File: config.mk
export PLATFORM = sky130hd
export DESIGN_NAME = pc_ras_unit
export DESIGN_NICKNAME = d
export VERILOG_FILES = /design/src/rtl/pc_ras_unit_pkg.sv /design/src/rtl/pc_ras_unit_ras_stack.sv /design/src/rtl/pc_ras_unit.sv
export SDC_FILE = /design/constraint.sdc
export NUM_CORES = 1
export LEC_CHECK = 0
export ABC_AREA = 1
export BUFFER_PORTS_ARGS = -buffer_cell sky130_fd_sc_hd__buf_4
export CAP_MARGIN = 40
export CORE_ASPECT_RATIO = 1.25
export CORE_UTILIZATION = 58
export CTS_BUF_LIST = sky130_fd_sc_hd__clkbuf_8
export DETAILED_ROUTE_END_ITERATION = 10
export GPL_TIMING_DRIVEN = 0
export PLACE_DENSITY = 0.77
export SLEW_MARGIN = 15
export SYNTH_ARGS = -nofsm -noshare
export SYNTH_HDL_FRONTEND = slang
export SYNTH_SLANG_ARGS = --single-unit
File: constraint.sdc
create_clock -name clk -period 6.4 [get_ports clk]
set_input_delay 1.6 -clock clk [delete_from_list [all_inputs] [get_ports clk]]
set_output_delay 1.6 -clock clk [all_outputs]
set_load 0.005 [all_outputs]
File: src/rtl/pc_ras_unit_pkg.sv
// Shared defaults and select encoding for the fetch PC / return-address-stack unit.
package pc_ras_unit_pkg;
    localparam int ADDR_DEF      = 32;
    localparam int FETCH_W_DEF   = 1;
    localparam int RAS_DEPTH_DEF = 4;
    localparam int RESET_VEC_DEF = 0;
    localparam int TRAP_VEC_DEF  = 'h10;
    localparam int RAS_PTR_W_DEF = $clog2(RAS_DEPTH_DEF);

    typedef enum logic [1:0] {
        SEL_SEQ,
        SEL_TRAP,
        SEL_RET,
        SEL_BRANCH
    } pc_sel_e;
endpackage

File: src/rtl/pc_ras_unit_ras_stack.sv
// Circular return-address stack with saturating count; the oldest entry is overwritten when full.
module ras_stack
    import pc_ras_unit_pkg::*;
#(
    parameter int DEPTH = RAS_DEPTH_DEF,
    parameter int W     = ADDR_DEF,
    localparam int PTR_W = $clog2(DEPTH),
    localparam int CNT_W = PTR_W + 1
) (
    input  logic             clk,
    input  logic             reset,
    input  logic             push,
    input  logic             pop,
    input  logic [W-1:0]     push_data,
    output logic [W-1:0]     top_data,
    output logic [CNT_W-1:0] count
);
    logic [W-1:0]     mem [DEPTH];
    logic [PTR_W-1:0] top;
    logic [PTR_W-1:0] wr_idx;
    logic             do_pop;
    logic             replace;

    assign do_pop   = pop && (count != '0);
    assign replace  = push && do_pop;
    assign top_data = mem[top];

    always_comb begin
        wr_idx = top + PTR_W'(1);
        if (replace) wr_idx = top;
    end

    // Entry contents carry no reset; only pointer and count are architectural.
    always_ff @(posedge clk) begin
        if (push) mem[wr_idx] <= push_data;
    end

    always_ff @(posedge clk) begin
        if (reset) begin
            top   <= '0;
            count <= '0;
        end else if (replace) begin
            top   <= top;
            count <= count;
        end else if (push) begin
            top <= top + PTR_W'(1);
            if (count != CNT_W'(DEPTH)) count <= count + CNT_W'(1);
        end else if (do_pop) begin
            top   <= top - PTR_W'(1);
            count <= count - CNT_W'(1);
        end
    end
endmodule

File: src/rtl/pc_ras_unit.sv
// Fetch program counter: stride increment, stall hold, branch/trap redirect, RAS call/return prediction.
module pc_ras_unit
    import pc_ras_unit_pkg::*;
#(
    parameter int ADDR      = ADDR_DEF,
    parameter int FETCH_W   = FETCH_W_DEF,
    parameter int RAS_DEPTH = RAS_DEPTH_DEF,
    parameter logic [ADDR-1:0] RESET_VEC = ADDR'(RESET_VEC_DEF),
    parameter logic [ADDR-1:0] TRAP_VEC  = ADDR'(TRAP_VEC_DEF),
    localparam int CNT_W = $clog2(RAS_DEPTH) + 1
) (
    input  logic             clk,
    input  logic             reset,
    input  logic             stall_i,
    output logic             stall_o,
    output logic [ADDR-1:0]  pc_o,
    output logic             redirect_o,
    input  logic             branch_i,
    input  logic [ADDR-1:0]  branch_addr_i,
    input  logic             call_i,
    input  logic             ret_i,
    input  logic             trap_i,
    output logic [CNT_W-1:0] ras_count_o,
    output logic             ras_uflow_o
);
    logic [ADDR-1:0] pc_r;
    logic [ADDR-1:0] pc_next;
    logic [ADDR-1:0] pc_seq;
    logic [ADDR-1:0] ras_top;
    logic            ras_push;
    logic            ras_pop;
    logic            ras_nonempty;
    logic            uflow_d;
    pc_sel_e         sel;

    assign pc_o         = pc_r;
    assign stall_o      = stall_i;
    assign pc_seq       = pc_r + ADDR'(FETCH_W);
    assign ras_nonempty = (ras_count_o != '0);

    always_comb begin
        sel      = SEL_SEQ;
        ras_push = 1'b0;
        ras_pop  = 1'b0;
        uflow_d  = 1'b0;
        if (trap_i) begin
            sel = SEL_TRAP;
        end else if (ret_i && ras_nonempty) begin
            sel      = SEL_RET;
            ras_pop  = 1'b1;
            ras_push = call_i && branch_i;
        end else if (branch_i) begin
            sel      = SEL_BRANCH;
            ras_push = call_i;
            uflow_d  = ret_i;
        end else begin
            uflow_d = ret_i;
        end
    end

    always_comb begin
        pc_next = pc_r;
        case (sel)
            SEL_TRAP:   pc_next = TRAP_VEC;
            SEL_RET:    pc_next = ras_top;
            SEL_BRANCH: pc_next = branch_addr_i;
            default:    pc_next = stall_i ? pc_r : pc_seq;
        endcase
    end

    always_ff @(posedge clk) begin
        if (reset) begin
            pc_r        <= RESET_VEC;
            redirect_o  <= 1'b0;
            ras_uflow_o <= 1'b0;
        end else begin
            pc_r        <= pc_next;
            redirect_o  <= (sel != SEL_SEQ);
            ras_uflow_o <= uflow_d;
        end
    end

    ras_stack #(
        .DEPTH (RAS_DEPTH),
        .W     (ADDR)
    ) u_ras (
        .clk       (clk),
        .reset     (reset),
        .push      (ras_push),
        .pop       (ras_pop),
        .push_data (pc_seq),
        .top_data  (ras_top),
        .count     (ras_count_o)
    );
endmodule

==> flow_metrics.tcl, run 1 <==
set metrics [dict create \
    status "complete, no violations" \
    cts_root_buffer "clkbuf_8" \
    cts.sinks 169 \
    ys_seq_area_frac 0.577 \
    clk_path_buf_depth 2 \
    crit_required_ps 4800 \
    netlist_instances 915 \
    timing.fmax_mhz 281 \
    dp.final_hpwl_microns 15500 \
    critPathArrivalTime_ps 1960 \
    postCtsSetupBuffers 0 \
    ys_top_cells_by_count "nand2_1 (296), edfxtp_1 (128), nand3_1 (103)" \
    grt_start_max_net_pins 23 \
    grt_pass1_vias 6421 \
    antenna_found_initial 0 \
    powerDensity_nw_per_um2 265 \
    nets 1061 \
    antenna-diode-count 0 \
    core_sq_um 13400 \
    avgSynthCellArea_sq_um 8.83 \
    cap_violations 0 \
    vias_per_cell 5.67 \
    clk_latency_ps 460 \
    crit_chain "buf_4 > buf_4 > buf_4" \
    setup-tns-final_ps 0 \
    rr_worst_depth 10 \
    hold_viol 0 \
    design_area_sq_um 9360 \
    dr.first_iter.drc_count 544 \
    tightest_slew_ps 787 \
    io_pins 77 \
    vias 6786 \
    yosysTopAreaCellShare 0.476 \
    tritoncts "yes" \
    async_reset_ff_frac 0 \
    gp_congestion 0.968 \
    postCtsHoldBufs 0 \
    dr.pass1.iters 5 \
    netlist_area_sq_um 8080 \
    synth_top_cell_by_area "edfxtp_1" \
    die_w_microns 108 \
    period_minus_slack_ps 3560 \
    numCtsBuffers 17 \
    fin_skew_ps 22.1 \
    grt_pass1_wl_microns 33400 \
    syn_to_final_growth_pct 15.8 \
    leakage_nw 3.68 \
    layout.cells.non_filler 1197 \
    drc_errors 0 \
    ir_drop_mv 0.171 \
    endpoint_kind "primary output" \
    slowest_stage "buf_4" \
    synth.distinct_cells 34 \
    netlist_top_cells_area "edfxtp_1 (48%), nand2_1 (14%), dfxtp_1 (10%), nand3_1 (6.4%), a21oi_1 (3.9%)" \
    min_path_cells 1 \
    cts_resized 0 \
    timing.final.crit_share 0.556 \
    hold_class "reg -> reg" \
    yosysMostFrequentCell "nand2_1" \
    crit_type "in -> out" \
    grt.total_usage 0.319 \
    critPathMaxStageDelay_ps 120 \
    wl_per_cell_microns 18.1 \
    timing.hold.ws_ps 558 \
    yosys_register_bits 169 \
    crit_path_frequent_cell "buf_4" \
    yosysWarnings 0 \
    ys.flop_type "edfxtp_1" \
    grt-ovfl-total 0 \
    antenna_left 0 \
    fin_total_pwr_mw 2.48 \
    rows 47 \
    synth_nets 963 \
    synth_edf_count 128 \
    crit_path_start_kind "input pin" \
    placed_cells 1165 \
    io_buffers 75 \
    cts.clk_slew.worst_paths_ps 100 \
    initial_core_util 0.603 \
    h-tree-depth 4 \
    rsz0062_at_grt "no" \
    setup_viol 0 \
    fp.dieH_microns 134 \
    cp_max_fo 2 \
    drive_above_1_share 0.150 \
    maxSlewHeadroom 0.476 \
    drv_slew 0 \
    placed_cell_area_sq_um 8970 \
    wl_microns 21700 \
    fill_cells 1069 \
    die_area_sq_um 14400 \
]
logic make-up after synthesis:
logic type	synth area share
flops	0.577
buf+inv	0.0477
xor+xnor	0.0130
compound gates	0.0793
simple gates	0.268
fa+ha+maj	0.0149
worst max-delay path, delay by kind of cell:
family	cells	cell delay [ps]
buffers and inverters	3	360
state kept, by name, summed over array words and instances, names as in the netlist, named ones only:
register and count:
u_ras.mem 128, u_ras.top 2, ras_uflow_o 1, redirect_o 1, pc_o 32, u_ras.count 3
cell usage in the layout (no fill, tap or decap), drive strengths merged:
cell type | Yosys | layout
xor2 | 6 | 6
o211ai | 1 | 1
xnor2 | 6 | 6
edfxtp | 128 | 128
ha | 8 | 8
o21ai | 59 | 59
and2 | 7 | 7
clkinvlp | 0 | 2
inv | 50 | 58
clkinv | 0 | 5
nor3 | 2 | 2
or2 | 2 | 2
o21bai | 1 | 1
fa | 1 | 1
dfxtp | 41 | 41
nor2 | 78 | 78
nor4 | 1 | 1
nand3 | 103 | 103
a31oi | 1 | 1
a21oi | 64 | 64
nand4 | 2 | 2
clkbuf | 27 | 44
nand2 | 304 | 304
buf | 17 | 96
nand3b | 6 | 6
worst paths after layout:
path / slack, ps / startpoint / end
hold reg to reg: 560 / u_ras.count[0] / u_ras.count[0]
setup reg to reg: 3620 / u_ras.count[0] / pc_o[23]
setup / recovery: 2840 / stall_i / stall_o
hold / removal: 560 / u_ras.count[0] / u_ras.count[0]
per-layer routing:
layer	vias up	share of wire	track usage
met2	380	0.48	0.510
met3	51	0.096	0.0442
met1	3103	0.40	0.429
met4	0	0.027	0.154
met5	-	0	0
li1	3252	-	-
through the flow:
step	setup WS [ps]	utilization
after detailed placement	2510	0.669
after CTS	2840	0.698
after global placement	627	0.661
after floorplan	2020	-
after global routing	2700	0.698
final	2840	0.698
power breakdown:
group	leakage, nW	internal (mW)	switching [mW]
Clock	0.194	0.292	0.443
Sequential	1.51	1.25	0.0531
Combinational	1.97	0.154	0.288
Total	3.68	1.69	0.785
cell type report:
type                       count  area (sq um)  share of cell area
buffer                        44           198              0.0211
clock buffer                  17           234              0.0250
clock inverter                15           155              0.0166
inverter                      50           188              0.0201
multi-input combinational    652          3060               0.327
sequential                   169          4660               0.499
tap                          171           214              0.0229
timing repair buffer          79           643              0.0687
(Power assumes the default switching activity.)
==> inputs of run 2 (changes only) <==
--- a/config.mk
+++ b/config.mk
@@ -9,11 +9,11 @@
 export BUFFER_PORTS_ARGS = -buffer_cell sky130_fd_sc_hd__buf_4
 export CAP_MARGIN = 40
 export CORE_ASPECT_RATIO = 1.25
-export CORE_UTILIZATION = 58
+export CORE_UTILIZATION = 56
 export CTS_BUF_LIST = sky130_fd_sc_hd__clkbuf_8
 export DETAILED_ROUTE_END_ITERATION = 10
 export GPL_TIMING_DRIVEN = 0
-export PLACE_DENSITY = 0.77
+export PLACE_DENSITY = 0.78
 export SLEW_MARGIN = 15
 export SYNTH_ARGS = -nofsm -noshare
 export SYNTH_HDL_FRONTEND = slang
==> constraint.sdc (replaced) <==
create_clock -name clk -period 3.1 [get_ports clk]
set_input_delay 0.775 -clock clk [delete_from_list [all_inputs] [get_ports clk]]
set_output_delay 0.775 -clock clk [all_outputs]
set_load 0.005 [all_outputs]
==> run 2 against run 1 <==
- core utilization decreased by 2.4 points
- critical path type is now reg -> reg
- die area increased by 3.5%
- clock-buffer cell count unchanged
- setup slack lost 2500 ps
- final area rose by 0.37%
- wire length is 3.3% higher
- first-iteration DRC count increased by 21%
- sequential power up 110%
- clock skew shrank 4.4 ps
- via count decreased by 0.59%
- total power is 110% higher
- critical path depth is 6 higher
==> flow_metrics.tcl, run 2 (synthesis gave the netlist of run 1 again) <==
set metrics [dict create \
    vias_per_cell 5.62 \
    numCtsBuffers 17 \
    wl_microns 22400 \
    postCtsHoldBufs 0 \
    clk_path_buf_depth 2 \
    rsz0062_at_grt "no" \
    maxSlewHeadroom 0.485 \
    grt.total_usage 0.315 \
    tritoncts "yes" \
    status "complete, no violations" \
    crit_type "reg -> reg" \
    core_sq_um 13900 \
    fp.dieH_microns 136 \
    clk_latency_ps 460 \
    nets 1061 \
    utilization 0.674 \
    slowest_stage "nor2_4" \
    tightest_slew_ps 773 \
    cts_resized 0 \
    timing.fmax_mhz 368 \
    cts.sinks 169 \
    dr.first_iter.drc_count 658 \
    syn_to_final_growth_pct 16.2 \
    timing.final.crit_share 0.877 \
    h-tree-depth 4 \
    grt_pass1_wl_microns 33500 \
    crit_path_frequent_cell "nor2_1" \
    regMostFlops "u_ras.mem" \
    die_area_sq_um 14900 \
    endpoint_kind "flip-flop" \
    critPathArrivalTime_ps 2880 \
    crit_required_ps 3260 \
    grt_start_max_net_pins 25 \
    drive_above_1_share 0.148 \
    critPathMaxStageDelay_ps 530 \
    ir_drop_mv 0.285 \
    antenna-diode-count 0 \
    mostFrequentLayoutCell "nand2_1" \
    cap_violations 0 \
    cts.clk_slew.worst_paths_ps 100 \
    grt-ovfl-total 0 \
    period_minus_slack_ps 2720 \
    design_area_sq_um 9390 \
    crit_path_start_kind "flip-flop" \
    vias 6746 \
    drv_slew 0 \
    io_buffers 75 \
    cp_max_fo 18 \
    initial_core_util 0.580 \
    wl_per_cell_microns 18.7 \
    leakage_nw 3.68 \
    antenna_found_initial 0 \
    dp.final_hpwl_microns 16300 \
    drc_errors 0 \
    rows 48 \
    path_buf_inv 2 \
    powerDensity_nw_per_um2 549 \
    placed_cell_area_sq_um 8990 \
    layout_common_cells "nand2_1 (296), edfxtp_1 (128), nand3_1 (103)" \
    die_w_microns 109 \
    io_pins 77 \
    crit_chain "nor3_1 > nor2_1 > inv_1 > nor2_1 > ha_1 > xor2_1 > or2_2 > nor2_4 > buf_16" \
    hold_viol 0 \
    hold_class "in -> reg" \
    dr.pass1.iters 5 \
    postCtsSetupBuffers 0 \
    fin_skew_ps 17.6 \
    cts_root_buffer "clkbuf_8" \
    setup_viol 0 \
    antenna_left 0 \
    cp_top_family "simple AND/OR/NAND/NOR gates" \
    grt_pass1_vias 6215 \
    largest_register_ffs 128 \
    gp_congestion 0.953 \
]
-- run 2: cell type report --
class	instances	area (sq um)
buffer	44	198
clock buffer	17	234
clock inverter	15	163
fill	1121	4540
inverter	50	188
multi-input combinational	652	3060
sequential	169	4660
tap	175	219
timing repair buffer	79	666
-- run 2: per-layer routing --
metal	global-route usage	vias to the layer above	wire length (microns)
met5	0	-	0
met4	0.116	0	547
met3	0.0575	45	1900
met2	0.521	336	10900
met1	0.412	3108	9040
li1	-	3257	-
-- run 2: path summary, 6_finish.rpt --
check                       from                to  slack (ps)  depth (start not counted)
setup reg to reg  u_ras.count[0]  u_ras.mem[1][15]         380                          9
hold reg to reg   u_ras.count[0]    u_ras.count[0]         550                          1
hold / removal            trap_i       ras_uflow_o         490                          2
setup / recovery  u_ras.count[0]  u_ras.mem[1][15]         380                          9
-- run 2: stage by stage --
step                      setup TNS (ps)  instances  setup slack (ps)  power, mW  hold slack (ps)
after floorplan                   -19170        915              -300       3.24              504
after global placement           -165490       1165             -1720       3.60              529
after detailed placement           -1000       1169             -57.6       3.64              535
after CTS                              0       1201               364       5.14              473
after global routing                   0       1201               111       5.34              473
final                                  0       1201               381       5.15              487
-- run 2: power breakdown --
part | switching [mW] | internal [mW]
combinational | 0.601 | 0.319
sequential | 0.109 | 2.58
clock | 0.880 | 0.667
==> inputs of run 3 (changes only) <==
--- a/config.mk
+++ b/config.mk
@@ -9,11 +9,11 @@
 export BUFFER_PORTS_ARGS = -buffer_cell sky130_fd_sc_hd__buf_4
 export CAP_MARGIN = 40
 export CORE_ASPECT_RATIO = 1.25
-export CORE_UTILIZATION = 56
+export CORE_UTILIZATION = 58
 export CTS_BUF_LIST = sky130_fd_sc_hd__clkbuf_8
 export DETAILED_ROUTE_END_ITERATION = 10
 export GPL_TIMING_DRIVEN = 0
-export PLACE_DENSITY = 0.78
+export PLACE_DENSITY = 0.77
 export SLEW_MARGIN = 15
 export SYNTH_ARGS = -nofsm -noshare
 export SYNTH_HDL_FRONTEND = slang
==> constraint.sdc (replaced) <==
create_clock -name clk -period 3.4 [get_ports clk]
set_input_delay 0.85 -clock clk [delete_from_list [all_inputs] [get_ports clk]]
set_output_delay 0.85 -clock clk [all_outputs]
set_load 0.005 [all_outputs]
==> run 3 against run 2 <==
- final area is 0.37% lower
- first-iteration DRC count up 1.1%
- clock skew down 2.5 ps
- sequential power fell by 8.9%
- register-to-register slack better by 260 ps
- flip-flop and latch count unchanged
- sequential share of layout area is 0.19 points higher
==> flow_metrics.tcl, run 3 (synthesis gave the netlist of run 1 again) <==
set metrics [dict create \
    status "complete, no violations" \
    layout_common_cells "nand2_1 (296), edfxtp_1 (128), nand3_1 (103)" \
    fill_cells 1065 \
    nets 1061 \
    crit_path_start_kind "flip-flop" \
    dr.first_iter.drc_count 665 \
    crit_chain "nor3_1 > nor2_1 > o21ai_0 > inv_1 > ha_1 > buf_2 > nor3_4 > clkbuf_1 > a21oi_1 > a21oi_1" \
    highest_layer "met4" \
    h-tree-depth 4 \
    period_minus_slack_ps 2760 \
    largest_register_ffs 128 \
    dp.final_hpwl_microns 15700 \
    leakage_nw 3.68 \
    slowest_stage "clkbuf_1" \
    worstHoldStart "u_ras.count[0]" \
    multiInputGateArea_sq_um 3060 \
    ir_drop_mv 0.267 \
    cp_max_fo 10 \
    grt-ovfl-total 0 \
    maxSlewHeadroom 0.507 \
    wl_microns 22000 \
    powerDensity_nw_per_um2 498 \
    rsz0062_at_grt "no" \
    crit_required_ps 3800 \
    die_area_sq_um 14400 \
    die_w_microns 108 \
    cts.clk_slew.worst_paths_ps 100 \
    crit_type "reg -> reg" \
    antenna_left 0 \
    endpoint_kind "flip-flop" \
    grt_pass1_wl_microns 33600 \
    layout.cells.non_filler 1197 \
    drive_above_1_share 0.149 \
    critPathMaxStageDelay_ps 510 \
    tightest_slew_ps 740 \
    clk_latency_ps 460 \
    setup_ws_ps 638 \
    cp-startpoint "u_ras.count[0]" \
    cts_resized 0 \
    wl_per_cell_microns 18.3 \
    hold_class "reg -> reg" \
    fp.dieH_microns 134 \
    postCtsSetupBuffers 0 \
    wl_met1_microns 9060 \
    dp_slack_ps 267 \
    grt_pass1_vias 6220 \
    design_area_sq_um 9360 \
    seqCellArea_sq_um 4660 \
    gp_congestion 0.966 \
    cap_violations 0 \
    cts_root_buffer "clkbuf_8" \
    timing.final.crit_share 0.812 \
    regMostFlops "u_ras.mem" \
    placed_cells 1165 \
    placed_cell_area_sq_um 8970 \
    reg2reg_from "u_ras.count[0]" \
    wl_met2_microns 10800 \
    numCtsBuffers 17 \
    io_buffers 75 \
    grt.total_usage 0.319 \
    fin_skew_ps 15.2 \
    cts.sinks 169 \
    wl_met3_microns 1590 \
    mostFrequentLayoutCell "nand2_1" \
    core_sq_um 13400 \
    vias_per_cell 5.60 \
    timing.fmax_mhz 362 \
    antenna_found_initial 0 \
    setup_viol 0 \
    clk_path_buf_depth 2 \
    rows 47 \
    dr.pass1.iters 5 \
    critPathArrivalTime_ps 3160 \
    postCtsHoldBufs 0 \
    drc_errors 0 \
    setup-tns-final_ps 0 \
    io_pins 77 \
    vias 6707 \
    initial_core_util 0.603 \
    antenna-diode-count 0 \
    tritoncts "yes" \
    grt_start_max_net_pins 25 \
    hold_viol 0 \
    fin_total_pwr_mw 4.66 \
    drv_slew 0 \
    crit_path_frequent_cell "a21oi_1" \
    syn_to_final_growth_pct 15.8 \
]
run 3: cell types whose count changed in the layout (fill, tap and decap cells not counted), sizes merged:
cell      delta
clkinvlp     -1
bufinv       -1
clkinv       +2
run 3: worst paths after layout:
check	slack [ps]	depth (start not counted)	to
min reg2reg	550	1	u_ras.count[0]
min	550	1	u_ras.count[0]
max	640	10	pc_o[25]
max reg2reg	640	10	pc_o[25]
run 3: area by class of cell:
class                   count  share of cell area
plain buffers              44              0.0211
inverters                  50              0.0201
multi-input cells         652               0.327
well taps                 171              0.0229
clock inverters            15              0.0166
clock buffers              17              0.0250
repair buffers             79              0.0687
flip-flops and latches    169               0.499
run 3: layer usage:
metal | track usage | vias to the layer above
met5 | 0 | -
met1 | 0.438 | 3095
met3 | 0.0345 | 51
met4 | 0.116 | 0
met2 | 0.527 | 306
li1 | - | 3255
run 3: metrics by stage:
step | hold slack [ps] | utilization
after floorplan | 504 | -
after global placement | 527 | 0.661
after detailed placement | 530 | 0.669
after CTS | 546 | 0.698
after global routing | 555 | 0.698
final | 551 | 0.698
run 3: worst max-delay path: cells and delay by family (launching register included):
kind	cells	cell delay (ps)
buffers and inverters	3	790
and+or+nand+nor	3	640
adders and majority gates	1	200
DFF	1	380
AOI/OAI and AO/OA	3	670
run 3: power breakdown:
group	internal, mW	leakage (nW)	total, mW	switching, mW
combinational	0.290	1.97	0.831	0.541
clock	0.548	0.195	1.38	0.834
sequential	2.35	1.51	2.45	0.0986
total	3.19	3.68	4.66	1.47
